<file path="src/rtl/refill_arbiter_pkg.sv">
// Shared constants for the refill arbiter: FSM state encoding, fixed AXI
// AR field values, client IDs and the address alignment helper.
package refill_arbiter_pkg;

  localparam logic [1:0] ST_IDLE  = 2'd0;
  localparam logic [1:0] ST_AR    = 2'd1;
  localparam logic [1:0] ST_R     = 2'd2;
  localparam logic [1:0] ST_DRAIN = 2'd3;

  localparam logic [2:0] ARSIZE_WORD  = 3'b010;
  localparam logic [1:0] ARBURST_INCR = 2'b01;

  localparam logic [3:0] ID_ICACHE = 4'd0;
  localparam logic [3:0] ID_DCACHE = 4'd1;

  // Clear the low 'low_bits' bits of an address.
  function automatic logic [31:0] align_addr(input logic [31:0] addr, input int low_bits);
    logic [31:0] mask_s;
    mask_s = 32'hFFFF_FFFF << low_bits;
    return addr & mask_s;
  endfunction

endpackage

</file>
<file path="src/rtl/refill_arbiter.sv">
// Arbitrates icache and dcache refill requests onto a single AXI read
// channel: one outstanding transaction, round-robin on ties, beats steered
// to the owning client, and a fixed hold-off after each burst so the
// client's return buffer can release its request before re-arbitration.
module refill_arbiter
  import refill_arbiter_pkg::*;
#(
  parameter int OFFSET_WIDTH = 2,
  parameter int HOLDOFF      = 2
) (
  input  logic        clk,
  input  logic        rstn,
  input  logic        i_req,
  input  logic [31:0] i_addr,
  input  logic        d_req,
  input  logic [31:0] d_addr,
  input  logic        d_single,
  output logic [31:0] araddr,
  output logic [7:0]  arlen,
  output logic [2:0]  arsize,
  output logic [1:0]  arburst,
  output logic [3:0]  arid,
  output logic        arvalid,
  input  logic        arready,
  input  logic        rvalid,
  input  logic [31:0] rdata,
  input  logic        rlast,
  output logic        rready,
  output logic        i_rready,
  output logic        d_rready,
  output logic [31:0] i_rdata,
  output logic [31:0] d_rdata,
  output logic        i_rlast,
  output logic        d_rlast,
  output logic        err
);

  localparam int         CW        = OFFSET_WIDTH + 1;
  localparam int         HCW       = (HOLDOFF > 1) ? $clog2(HOLDOFF) : 1;
  localparam logic [7:0] BURST_LEN = 8'((1 << OFFSET_WIDTH) - 1);

  logic [1:0]     state_r, state_s;
  logic           owner_r;        // 1 = dcache owns the current transaction
  logic           last_grant_r;   // 1 = dcache was granted last
  logic [31:0]    araddr_r;
  logic [7:0]     arlen_r;
  logic [3:0]     arid_r;
  logic [CW-1:0]  beat_cnt_r;
  logic [HCW-1:0] drain_cnt_r;
  logic           err_r;

  logic grant_s, grant_d_s, beat_s, at_len_s, err_set_s;

  // Arbitration and beat qualification decode.
  always_comb begin
    grant_s   = 1'b0;
    grant_d_s = 1'b0;
    if (state_r == ST_IDLE && (i_req || d_req)) begin
      grant_s   = 1'b1;
      grant_d_s = d_req && (!i_req || !last_grant_r);
    end else begin
      grant_s   = 1'b0;
      grant_d_s = 1'b0;
    end
    beat_s    = (state_r == ST_R) && rvalid;
    at_len_s  = (8'(beat_cnt_r) == arlen_r);
    err_set_s = (rvalid && (state_r != ST_R)) ||
                (beat_s && rlast && !at_len_s) ||
                (beat_s && !rlast && at_len_s);
  end

  // Next-state logic.
  always_comb begin
    state_s = state_r;
    case (state_r)
      ST_IDLE: begin
        if (i_req || d_req) state_s = ST_AR;
        else                state_s = ST_IDLE;
      end
      ST_AR: begin
        if (arready) state_s = ST_R;
        else         state_s = ST_AR;
      end
      ST_R: begin
        if (rvalid && rlast) state_s = (HOLDOFF == 0) ? ST_IDLE : ST_DRAIN;
        else                 state_s = ST_R;
      end
      ST_DRAIN: begin
        if (drain_cnt_r == {HCW{1'b0}}) state_s = ST_IDLE;
        else                            state_s = ST_DRAIN;
      end
      default: state_s = ST_IDLE;
    endcase
  end

  // State register.
  always_ff @(posedge clk or negedge rstn) begin
    if (!rstn) state_r <= ST_IDLE;
    else       state_r <= state_s;
  end

  // Latch owner and AR fields at grant; they stay stable through AR and R.
  always_ff @(posedge clk or negedge rstn) begin
    if (!rstn) begin
      owner_r      <= 1'b0;
      last_grant_r <= 1'b0;
      araddr_r     <= 32'd0;
      arlen_r      <= 8'd0;
      arid_r       <= 4'd0;
    end else if (grant_s) begin
      owner_r      <= grant_d_s;
      last_grant_r <= grant_d_s;
      if (grant_d_s) begin
        arid_r   <= ID_DCACHE;
        araddr_r <= d_single ? align_addr(d_addr, 2) : align_addr(d_addr, OFFSET_WIDTH + 2);
        arlen_r  <= d_single ? 8'd0 : BURST_LEN;
      end else begin
        arid_r   <= ID_ICACHE;
        araddr_r <= align_addr(i_addr, OFFSET_WIDTH + 2);
        arlen_r  <= BURST_LEN;
      end
    end else begin
      owner_r <= owner_r;
    end
  end

  // Beat counter: cleared on AR handshake, counts accepted beats.
  always_ff @(posedge clk or negedge rstn) begin
    if (!rstn)                                 beat_cnt_r <= {CW{1'b0}};
    else if (state_r == ST_AR && arready)      beat_cnt_r <= {CW{1'b0}};
    else if (beat_s)                           beat_cnt_r <= beat_cnt_r + {{(CW-1){1'b0}}, 1'b1};
    else                                       beat_cnt_r <= beat_cnt_r;
  end

  // Hold-off down-counter: loaded on the last beat, counts DRAIN cycles.
  always_ff @(posedge clk or negedge rstn) begin
    if (!rstn)                                         drain_cnt_r <= {HCW{1'b0}};
    else if (beat_s && rlast)                          drain_cnt_r <= HCW'(HOLDOFF - 1);
    else if (state_r == ST_DRAIN && drain_cnt_r != {HCW{1'b0}})
                                                       drain_cnt_r <= drain_cnt_r - {{(HCW-1){1'b0}}, 1'b1};
    else                                               drain_cnt_r <= drain_cnt_r;
  end

  // Sticky protocol error flag.
  always_ff @(posedge clk or negedge rstn) begin
    if (!rstn)          err_r <= 1'b0;
    else if (err_set_s) err_r <= 1'b1;
    else                err_r <= err_r;
  end

  assign araddr   = araddr_r;
  assign arlen    = arlen_r;
  assign arid     = arid_r;
  assign arsize   = ARSIZE_WORD;
  assign arburst  = ARBURST_INCR;
  assign arvalid  = (state_r == ST_AR);
  assign rready   = (state_r == ST_R);
  assign i_rready = beat_s && !owner_r;
  assign d_rready = beat_s && owner_r;
  assign i_rdata  = rdata;
  assign d_rdata  = rdata;
  assign i_rlast  = i_rready && rlast;
  assign d_rlast  = d_rready && rlast;
  assign err      = err_r;

endmodule
</file>
<file path="config.mk">
export PLATFORM = sky130hd
export DESIGN_NAME = refill_arbiter
export DESIGN_NICKNAME = d
export VERILOG_FILES = /design/src/rtl/refill_arbiter_pkg.sv /design/src/rtl/refill_arbiter.sv
export SDC_FILE = /design/constraint.sdc
export NUM_CORES = 1
export LEC_CHECK = 0
export CAP_MARGIN = 20
export CORE_UTILIZATION = 37
export CTS_BUF_LIST = sky130_fd_sc_hd__clkbuf_4 sky130_fd_sc_hd__clkbuf_8
export DETAILED_ROUTE_END_ITERATION = 12
export GPL_TIMING_DRIVEN = 1
export PLACE_DENSITY_LB_ADDON = 0.3
export SLEW_MARGIN = 25
export SYNTH_ARGS = -nofsm -noshare
export SYNTH_HDL_FRONTEND = slang
export SYNTH_SLANG_ARGS = --single-unit
</file>
<file path="constraint.sdc">
create_clock -name clk -period 5.15 [get_ports clk]
set_clock_uncertainty 0.15 [all_clocks]
set_input_delay 0.515 -clock clk [delete_from_list [all_inputs] [get_ports clk]]
set_output_delay 0.515 -clock clk [all_outputs]
set_load 0.02 [all_outputs]
</file>
Yosys cells after proc, flatten, opt, wreduce, memory -nomap -nowiden
Cells that the tools add are included.
Widths: inputs -> output; s select.
Storage, ports and cells
  word-level logic and storage cells: 57
  input bits: 104
  output and inout bits: 120
  bits in registers: 52
Cells by class
  reductions and logical operators: 26
  equality and inequality tests: 5
  mux-type cells: 16
  $add $sub $neg: 2
Operator list (count)
  $mux 32: 1
  $logic_and 1x1->1: 15
  $eq 3x8->1: 1
  $mux 2: 4
  $pmux 2 s4: 1
  $mux 1: 7
  $mux 3: 2
  $eq 2x2->1 const B: 2
  $logic_not 1->1: 4
  $logic_or 1x1->1: 4
  $mux 4: 1
  $reduce_bool 2->1: 2
  $add 3x1->3 const B: 1
  $eq 2x1->1 const B: 1
  $logic_not 2->1: 1
  $ne 2x2->1 const B: 1
  $sub 1x1->1 const B: 1

Longest topological paths before layout
Gate-level depths: netlist of the first run.
  depth in word-level cells: 6
  gate-level depth with buffers: 6
  depth with buffers taken out: 4

Least setup slack after synthesis of the first run
No wires, ideal clock.
  path type: register to output
  from: reg state_r[0]
  to: out i_rlast
  data arrival time: 1130 ps
  stages on the path, launching flop included: 5
  buffers on the path: 1
  data required time: 4485 ps
  setup slack: 3355 ps
  path through: dfrtp_1 buf_2 and3b_1 nand2_1 nor2_1
On the way
  longest elaborated chain between the ends: 4
RTL lines
  start: declaration: line refill_arbiter.sv:42  | logic [1:0] state_r, state_s;
  start signal: assignment: line refill_arbiter.sv:99  | else state_r <= state_s;
  $eq 2x2->1: line refill_arbiter.sv:65  | beat_s = (state_r == ST_R) && rvalid;
  $logic_and 1x1->1: line refill_arbiter.sv:65
  $logic_and 1x1->1: line refill_arbiter.sv:158  | assign i_rready = beat_s && !owner_r;
  $logic_and 1x1->1: line refill_arbiter.sv:162  | assign i_rlast = i_rready && rlast;
  end: declaration: line refill_arbiter.sv:33  | output logic i_rlast,
Every way passes these cells.

Worst setup path in the final report of the first run
  from: in rvalid
  to: out i_rlast
On the way
  longest elaborated chain between the ends: 3
RTL lines
  start: declaration: line refill_arbiter.sv:25  | input logic rvalid,
  $logic_and 1x1->1: line refill_arbiter.sv:65
  $logic_and 1x1->1: line refill_arbiter.sv:158
  $logic_and 1x1->1: line refill_arbiter.sv:162
Every way passes these cells.

==> results.py, run 1 <==
metrics = {
    "place": {
        "gp_congestion": 0.760,
        "dp_cells": 423,
        "place_ws_ps": 2330,
        "dpl.hpwl_mm": 4.37,
        "port-buffer-count": 105,
    },
    "timing": {
        "maxSlewViolCount": 0,
        "period_share_pct": 54.1,
        "timing.final.setup_violations": 0,
        "final_hold_viol_count": 0,
        "fin_ws_ps": 2370,
        "worst_pin_slew_ps": 968,
        "fin_crit_ps": 2780,
        "max_freq_mhz": 359,
        "finalSetupTns_ps": 0,
        "relSlewSlack_pct": 35.5,
        "rsz0062_at_grt": "false",
    },
    "die": {
        "start_util_pct": 38.8,
        "ios": 224,
        "fp.dieH_um": 89.7,
        "num_rows": 31,
        "die_width_um": 89.7,
        "die-area_sq_mm": 0.00804,
        "core_sq_mm": 0.00733,
    },
    "pwr": {
        "power_density_mw_per_mm2": 546,
        "leakagePower_nw": 1.42,
        "p_total_mw": 1.90,
        "ir_worst_vdd_mv": 0.221,
    },
    "worst_setup_path": {
        "r2r-start": "state_r[1]$_DFF_PN0_",
        "max_stage_delay_ps": 600,
        "arrival_ps": 2120,
        "worst-path-max-fanout": 5,
        "cp-end-kind": "output port",
        "cpMostUsedCell": "clkdlybuf4s50_1",
        "reg2reg_depth": 3,
        "ff2ff_setup_slack_ps": 2880,
        "path_class": "input port to output port",
        "worstPathCellList": "clkdlybuf4s50_1, and3b_1, nand2_1, nor2_1, clkdlybuf4s50_1",
        "rr_endpoint": "araddr[15]$_DFFE_PN0P_",
        "cp_slowest_cell": "clkdlybuf4s50_1",
        "cp.required_ps": 4490,
        "startpoint_type": "input port",
    },
    "grt": {
        "track_usage_pct": 16.6,
        "grt_pass1_wl_mm": 10.1,
        "grt_pass1_vias": 2039,
        "grt_remaining_overflow": 0,
        "grt_max_degree": 40,
        "antenna_found_initial": 0,
    },
    "route": {
        "drt_wl_total_mm": 6.57,
        "num_vias": 2157,
        "drt-initial-drc-count": 36,
        "dr.pass1.iters": 4,
        "route.detailed.drc": 0,
        "ant_nets": 0,
        "wire_per_inst_um": 15.2,
        "vias_per_cell": 5.00,
    },
    "run": {
        "cap_violations": 0,
    },
    "cts": {
        "ctsResizeCount": 0,
        "cts-root-buf": "clkbuf_8",
        "htree_levels": 2,
        "cts_buffer_depth": 2,
        "cts.sinks": 39,
        "clk_pin_slew_worst_paths_ps": 80,
        "hold_buffers": 0,
        "numCtsBuffers": 5,
        "cts_tree": "done",
        "post-cts-setup-buffers": 0,
        "insertion_delay_ps": 280,
    },
    "logic_synthesis": {
        "yosysUniqueCellTypes": 35,
        "yosys_warnings": 0,
        "yosysSeqAreaShare_pct": 34.3,
        "avgSynthCellArea_sq_um": 9.36,
        "synthCells": 304,
        "syn_area_sq_mm": 0.00285,
        "ys_ff_latch": 39,
    },
    "hold_path": {
        "hold_path.class": "input port to async pin",
    },
    "final_layout": {
        "drive_gt1_share_pct": 13.6,
        "syn_to_final_growth_pct": 22.0,
        "final_cells": 431,
        "nets": 436,
        "post-route-util_pct": 47.3,
        "antennaDiodeCount": 0,
    },
    "status": {
        "status": "finished, final reports clean",
    },
}
==> logic make-up (layout without fill, tap and decap cells) <==
logic type	after synthesis	in the layout	synth area share, %
other	2	16	0.264
flip-flops	39	39	34.3
AO/OA/AOI/OAI	72	72	24.8
AND/OR/NAND/NOR	58	58	10.6
adder cells (fa/ha/maj)	1	1	0.440
buffers and inverters	132	146	29.5
==> synth_stat cells (all sizes together) <==
cell     instances  area, sq um
nand4b           1         8.76
or4              1         7.51
and3b            2         17.5
and2             2         12.5
inv             30          113
clkbuf          11         41.3
a21o             1         7.51
a2bb2oi          1         8.76
nand2            6         22.5
buf             91          686
dfrtp           39          976
a21oi            3         15.0
a211oi           2         15.0
nor2b            3         18.8
nand3b           1         7.51
nor2            10         37.5
a221o            1         10.0
nand3           28          140
and4             1         8.76
and3             1         6.26
ha               1         12.5
o311ai          28          448
or2              2         15.0
o21ai           30          150
a311oi           2         17.5
a22o             1         8.76
conb             2         7.51
a32o             2         20.0
o22ai            1         6.26
==> power by group <==
group	internal, mW	switching, mW	total [mW]
sequential	0.454	0.110	0.563
combinational	0.529	0.591	1.12
clock	0.106	0.107	0.212
==> metrics by stage <==
stage | hold WS [ps] | instance area (sq um)
after floorplan | 69.4 | 2900
after global placement | 329 | 3380
after detailed placement | 338 | 3380
after CTS | 235 | 3470
after global routing | 89.1 | 3470
final | 46.0 | 3470
==> placed cells by master, fill, tap and decap left out <==
cell and instances:
inv_2 1, and3b_1 2, clkbuf_4 2, dfrtp_1 39
a32o_1 2, clkdlybuf4s50_1 104, o22ai_1 1, a221o_1 1
nor2b_1 3, ha_1 1, o311ai_2 27, a22o_1 1
a21oi_1 3, nand3b_1 1, buf_4 4, clkbuf_8 5
nand2_1 6, conb_1 16, and2_1 1, nand3_1 28
o21ai_1 8, a21o_1 1, a211oi_1 1, a2bb2oi_1 1
o311ai_1 1, a311oi_1 2, and3_1 1, or2_2 1
nor2_1 9, nand4b_1 1, and2_2 1, a211oi_4 1
or4_1 1, or2_4 1, nor2_2 1, clkinv_2 1
and4_1 1, inv_1 29, o21ai_0 22
==> final cells by class <==
cell class / instances / area, sq um
repair buffers: 108 / 1070
inverters: 30 / 113
well taps: 99 / 124
flip-flops and latches: 39 / 976
multi-input cells: 147 / 1100
clock buffers: 7 / 83.8
clock inverters: 1 / 5.00
fillers: 683 / 3860
==> how the worst max path moves through the flow <==
stage                              start                     to  slack [ps]  depth (start not counted)
floorplan           state_r[0]$_DFF_PN0_                i_rlast        3360                          4
global placement                   d_req  araddr[2]$_DFFE_PN0P_        2330                          3
detailed placement                 d_req  araddr[2]$_DFFE_PN0P_        2330                          3
CTS                               rvalid                i_rlast        2350                          5
global route                      rvalid                i_rlast        2300                          5
finish                            rvalid                i_rlast        2370                          5
==> sequential cells by signal, indices dropped and copies added (netlist names) <==
| register | count |
|---|---|
| araddr | 30 |
| beat_cnt_r | 3 |
| state_r | 2 |
| arlen | 1 |
| drain_cnt_r | 1 |
| err | 1 |
| last_grant_r | 1 |
==> critical path: cells and delay by family <==
| family | cells | cell delay [ps] |
|---|---|---|
| AND/OR/NAND/NOR | 3 | 460 |
| buffers and inverters | 2 | 1140 |
==> layer usage <==
metal	track usage (%)	vias to the layer above	wire, um
met5	0	-	0
met4	6.20	0	105
met3	5.67	17	570
met2	28.3	95	3220
met1	19.4	1040	2670
li1	-	1005	-
(Power assumes the default switching activity.)
==> inputs of run 2 (changes only) <==
--- a/config.mk
+++ b/config.mk
@@ -6,7 +6,7 @@
 export NUM_CORES = 1
 export LEC_CHECK = 0
 export CAP_MARGIN = 20
-export CORE_UTILIZATION = 37
+export CORE_UTILIZATION = 34
 export CTS_BUF_LIST = sky130_fd_sc_hd__clkbuf_4 sky130_fd_sc_hd__clkbuf_8
 export DETAILED_ROUTE_END_ITERATION = 12
 export GPL_TIMING_DRIVEN = 1
==> constraint.sdc (replaced) <==
create_clock -name clk -period 2.9 [get_ports clk]
set_clock_uncertainty 0.15 [all_clocks]
set_input_delay 0.29 -clock clk [delete_from_list [all_inputs] [get_ports clk]]
set_output_delay 0.29 -clock clk [all_outputs]
set_load 0.02 [all_outputs]
==> run 2 against run 1 <==
Effect of this change: wire length grew 3.0%; core utilization shrank 4.5 points; largest power group unchanged; critical path type is now register to output port; final area grew 1.0%; sequential cell count unchanged; setup slack lost 1900 ps.
==> results.py, run 2 (synthesized netlist as in run 1, its figures left out) <==
metrics = {
    "timing": {
        "timing.final.setup_violations": 0,
        "finalSetupTns_ps": 0,
        "final_hold_viol_count": 0,
        "maxSlewViolCount": 0,
        "rsz0062_at_grt": "false",
        "fin_crit_ps": 2450,
        "period_share_pct": 84.4,
        "worst_pin_slew_ps": 564,
        "relSlewSlack_pct": 62.4,
        "max_freq_mhz": 409,
    },
    "worst_setup_path": {
        "cp-end-kind": "output port",
        "crit_path_start": "state_r[1]$_DFF_PN0_",
        "startpoint_type": "register",
        "arrival_ps": 2010,
        "ff2ff_setup_slack_ps": 1000,
        "worstPathCellList": "and3b_1, nand2_1, nor2_1, clkdlybuf4s50_1",
        "r2r-start": "state_r[1]$_DFF_PN0_",
        "rr_endpoint": "araddr[26]$_DFFE_PN0P_",
        "reg2reg_depth": 3,
        "cp.required_ps": 2460,
        "max_stage_delay_ps": 620,
        "worst-path-max-fanout": 14,
        "cp_slowest_cell": "dfrtp_1",
        "path_class": "register to output port",
    },
    "route": {
        "drt_wl_total_mm": 6.77,
        "ant_nets": 0,
        "drt-initial-drc-count": 32,
        "dr.pass1.iters": 6,
        "route.detailed.drc": 0,
        "num_vias": 2197,
        "vias_per_cell": 4.99,
        "wire_per_inst_um": 15.4,
    },
    "final_layout": {
        "syn_to_final_growth_pct": 23.2,
        "antennaDiodeCount": 0,
        "post-route-util_pct": 42.9,
        "drive_gt1_share_pct": 13.7,
        "stdcell_area_sq_mm": 0.00351,
        "largest_register_ff_count": 30,
        "nets": 441,
        "mostFrequentLayoutCells": "clkdlybuf4s50_1 (104), dfrtp_1 (39), inv_1 (29), nand3_1 (28), o311ai_2 (27)",
        "fill_cells": 820,
        "layout_commonest_cell": "clkdlybuf4s50_1",
    },
    "grt": {
        "grt_remaining_overflow": 0,
        "grt-busiest-layer": "met2",
        "grt_pass1_wl_mm": 10.8,
        "use_met1_pct": 19.6,
        "antenna_found_initial": 0,
        "track_usage_pct": 16.2,
        "grt_pass1_vias": 2193,
        "met3_usage_pct": 4.63,
        "grt_max_degree": 40,
        "met2_usage_pct": 27.1,
    },
    "die": {
        "die_width_um": 93.5,
        "fp.dieH_um": 93.5,
        "start_util_pct": 34.8,
        "die-area_sq_mm": 0.00874,
        "num_rows": 33,
        "core_sq_mm": 0.00818,
        "ios": 224,
    },
    "cts": {
        "cts-root-buf": "clkbuf_8",
        "cts_tree": "done",
        "cts_buffer_depth": 2,
        "htree_levels": 2,
        "numCtsBuffers": 5,
        "clk_pin_slew_worst_paths_ps": 70,
        "post-cts-setup-buffers": 0,
        "cts.sinks": 39,
        "insertion_delay_ps": 280,
    },
    "pwr": {
        "power_density_mw_per_mm2": 963,
        "p_total_mw": 3.38,
        "ir_worst_vdd_mv": 0.441,
        "leakagePower_nw": 1.44,
    },
    "place": {
        "gp_congestion": 0.746,
        "dpl.hpwl_mm": 4.56,
        "port-buffer-count": 105,
        "place_area_sq_mm": 0.00342,
    },
    "hold_path": {
        "whs_path_depth": 1,
        "min_from": "araddr[2]$_DFFE_PN0P_",
        "whs_endpoint": "araddr[2]$_DFFE_PN0P_",
        "hold_path.class": "register to register",
    },
    "run": {
        "cap_violations": 0,
    },
    "status": {
        "status": "finished, final reports clean",
    },
}
run 2: changes by cell type in the layout (fill, tap and decap cells not counted):
cell / previous run / this run
clkinv_2: 1 / 0
clkbuf_4: 2 / 1
or2_2: 1 / 0
dlygate4sd3_1: 0 / 1
buf_4: 4 / 8
or2_1: 0 / 1
run 2: final cells by class:
type	instances	area, sq um	area share, %
Tap cell	105	131	3.75
Sequential cell	39	976	27.8
Inverter	30	113	3.21
Clock buffer	6	76.3	2.18
Multi-Input combinational cell	147	1100	31.3
Timing Repair Buffer	113	1110	31.7
run 2: per-stage QoR:
step	setup slack (ps)	instances	hold slack [ps]
after floorplan	1240	318	-156
after global placement	556	433	325
after detailed placement	572	433	330
after CTS	435	439	19.1
after global routing	350	440	359
final	454	440	340
run 2: power breakdown:
| group | switching (mW) | internal, mW | total (mW) |
|---|---|---|---|
| logic | 1.06 | 0.962 | 2.02 |
| registers | 0.204 | 0.806 | 1.01 |
| clock network | 0.179 | 0.170 | 0.349 |
run 2: worst max-delay path by stage:
stage	to	cells after the start
final	i_rlast	4
after global routing	i_rlast	4
after CTS	i_rlast	4
after detailed placement	i_rlast	5
after global placement	i_rlast	5
after floorplan	araddr[10]$_DFFE_PN0P_	5
run 2: critical path: cells and delay by family (launching register included):
family | cells | cell delay (ps)
buffers and inverters | 1 | 610
DFF | 1 | 620
and+or+nand+nor | 3 | 500
run 2: timing repair:
action | CTS | global route
gates resized for setup | 0 | 0
hold endpoints to repair | 0 | 39
hold buffers | 0 | 1
run 2: metal layers:
layer	wire length (um)	vias to the layer above
li1	-	1008
met1	2870	1070
met2	3260	105
met3	498	14
met4	134	0
met5	0	-
==> inputs of run 3 (changes only) <==
==> constraint.sdc (replaced) <==
create_clock -name clk -period 2.35 [get_ports clk]
set_clock_uncertainty 0.15 [all_clocks]
set_input_delay 0.235 -clock clk [delete_from_list [all_inputs] [get_ports clk]]
set_output_delay 0.235 -clock clk [all_outputs]
set_load 0.02 [all_outputs]
==> run 3 against run 2 <==
Effect of this change: total power is 25% higher; first-iteration DRC count is 100% higher; sequential cell count stayed put; sequential share of layout area is 0.43 points lower; final cell count is 1.1% higher; wire length is 0.18% lower; register-to-register slack worse by 530 ps; worst hold slack worse by 36 ps; clock-buffer cell count stayed put; final area is 1.6% higher; die area stayed put; critical endpoint unchanged.
==> results.py, run 3 (synthesized netlist as in run 1, its figures left out) <==
metrics = {
    "cts": {
        "cts-root-buf": "clkbuf_8",
        "numCtsBuffers": 5,
        "insertion_delay_ps": 280,
        "post-cts-setup-buffers": 0,
        "cts_tree": "done",
        "cts_buffer_depth": 2,
        "ctsResizeCount": 0,
        "htree_levels": 2,
        "clk_pin_slew_worst_paths_ps": 80,
        "cts.sinks": 39,
    },
    "final_layout": {
        "nets": 446,
        "fill_cells": 827,
        "drive_gt1_share_pct": 15.0,
        "mostFrequentLayoutCells": "clkdlybuf4s50_1 (104), dfrtp_1 (39), inv_1 (29), nand3_1 (28), o311ai_2 (27)",
        "largest_register_ff_count": 30,
        "post-route-util_pct": 43.6,
        "antennaDiodeCount": 0,
        "stdcell_area_sq_mm": 0.00356,
        "layout_commonest_cell": "clkdlybuf4s50_1",
        "syn_to_final_growth_pct": 25.2,
    },
    "grt": {
        "grt_max_degree": 40,
        "grt_pass1_wl_mm": 11.2,
        "grt_pass1_vias": 2242,
        "grt_remaining_overflow": 0,
        "antenna_found_initial": 0,
        "track_usage_pct": 16.5,
    },
    "worst_setup_path": {
        "reg2reg_depth": 4,
        "cp_slowest_cell": "clkdlybuf4s50_1",
        "cp.required_ps": 1970,
        "cp-end-kind": "output port",
        "arrival_ps": 1830,
        "worstPathCellList": "and3b_1, nand2_1, nor2_1, clkdlybuf4s50_1",
        "max_stage_delay_ps": 600,
        "startpoint_type": "register",
        "path_class": "register to output port",
        "worst-path-max-fanout": 7,
    },
    "pwr": {
        "power_density_mw_per_mm2": 1180,
        "internal_power_mw": 2.42,
        "p_total_mw": 4.21,
        "pwr-share-comb_pct": 60.7,
        "power.switching_mw": 1.79,
        "ir_worst_vdd_mv": 0.512,
        "leakagePower_nw": 1.47,
        "switching_share_pct": 42.6,
        "power.share.clock_pct": 10.5,
        "sequentialPowerShare_pct": 28.8,
    },
    "timing": {
        "timing.final.setup_violations": 0,
        "maxSlewViolCount": 0,
        "final_hold_viol_count": 0,
        "final.hold.worst_slack_ps": 304,
        "relSlewSlack_pct": 62.8,
        "finalSetupTns_ps": 0,
        "period_share_pct": 94.3,
        "max_freq_mhz": 451,
        "fin_crit_ps": 2220,
        "worst_pin_slew_ps": 558,
        "rsz0062_at_grt": "false",
    },
    "place": {
        "gp_congestion": 0.746,
        "port-buffer-count": 105,
        "place_area_sq_mm": 0.00345,
        "dpl.hpwl_mm": 4.69,
    },
    "die": {
        "die-area_sq_mm": 0.00874,
        "core_sq_mm": 0.00818,
        "fp.dieH_um": 93.5,
        "die_width_um": 93.5,
        "num_rows": 33,
        "start_util_pct": 34.8,
        "ios": 224,
    },
    "route": {
        "drt-initial-drc-count": 64,
        "dr.pass1.iters": 6,
        "ant_nets": 0,
        "wire_per_inst_um": 15.2,
        "vias_per_cell": 4.94,
        "drt_wl_total_mm": 6.76,
        "route.detailed.drc": 0,
        "num_vias": 2197,
    },
    "status": {
        "status": "finished, final reports clean",
    },
    "hold_path": {
        "hold_path.class": "input port to async pin",
    },
    "run": {
        "cap_violations": 0,
    },
}
run 3: critical path, delay by kind of cell (launching register included):
family | cells | cell delay (ps)
buf+inv | 1 | 600
flops | 1 | 470
simple gates | 3 | 470
run 3: worst paths after layout:
| kind | from | slack [ps] | endpoint |
|---|---|---|---|
| setup / recovery | state_r[1]$_DFF_PN0_ | 130 | i_rlast |
| hold / removal | rstn | 300 | araddr[21]$_DFFE_PN0P_ |
| setup reg to reg | state_r[0]$_DFF_PN0_ | 470 | araddr[5]$_DFFE_PN0P_ |
| hold reg to reg | araddr[3]$_DFFE_PN0P_ | 350 | araddr[3]$_DFFE_PN0P_ |
| max in group asynchronous | rstn | 1270 | araddr[5]$_DFFE_PN0P_ |
| min in group clk | rdata[25] | 320 | d_rdata[25] |
run 3: per-layer routing:
layer	share of wire, %	GRT usage [%]	wire length (um)
met2	51	28.6	3420
met5	0	0	0
met4	2.4	6.28	164
met1	39	19.5	2650
met3	7.7	4.07	522
run 3: timing repair:
item                                    CTS  global route
hold buffers                              1             0
endpoints found under the hold margin    39             0
endpoints found under the setup margin    0             0
run 3: per-stage QoR:
step	worst slack, ps	instances
floorplan	686	318
global placement	183	437
detailed placement	184	437
CTS	94.7	444
global route	0.0331	445
finish	134	445
run 3: power groups by stage:
stage               Sequential, mW  Combinational [mW]  Clock (mW)
floorplan                     1.50                1.49           0
global placement              1.22                2.54           0
detailed placement            1.23                2.58           0
CTS                           1.22                2.59       0.459
global route                  1.26                2.75       0.483
finish                        1.21                2.56       0.441
run 3: layout make-up:
type                    count  area (sq um)  share of cell area (%)
flip-flops and latches     39           976                    27.4
clock buffers               6          76.3                    2.14
inverters                  30           113                    3.16
well taps                 105           131                    3.69
multi-input cells         147          1100                    30.9
repair buffers            118          1170                    32.7
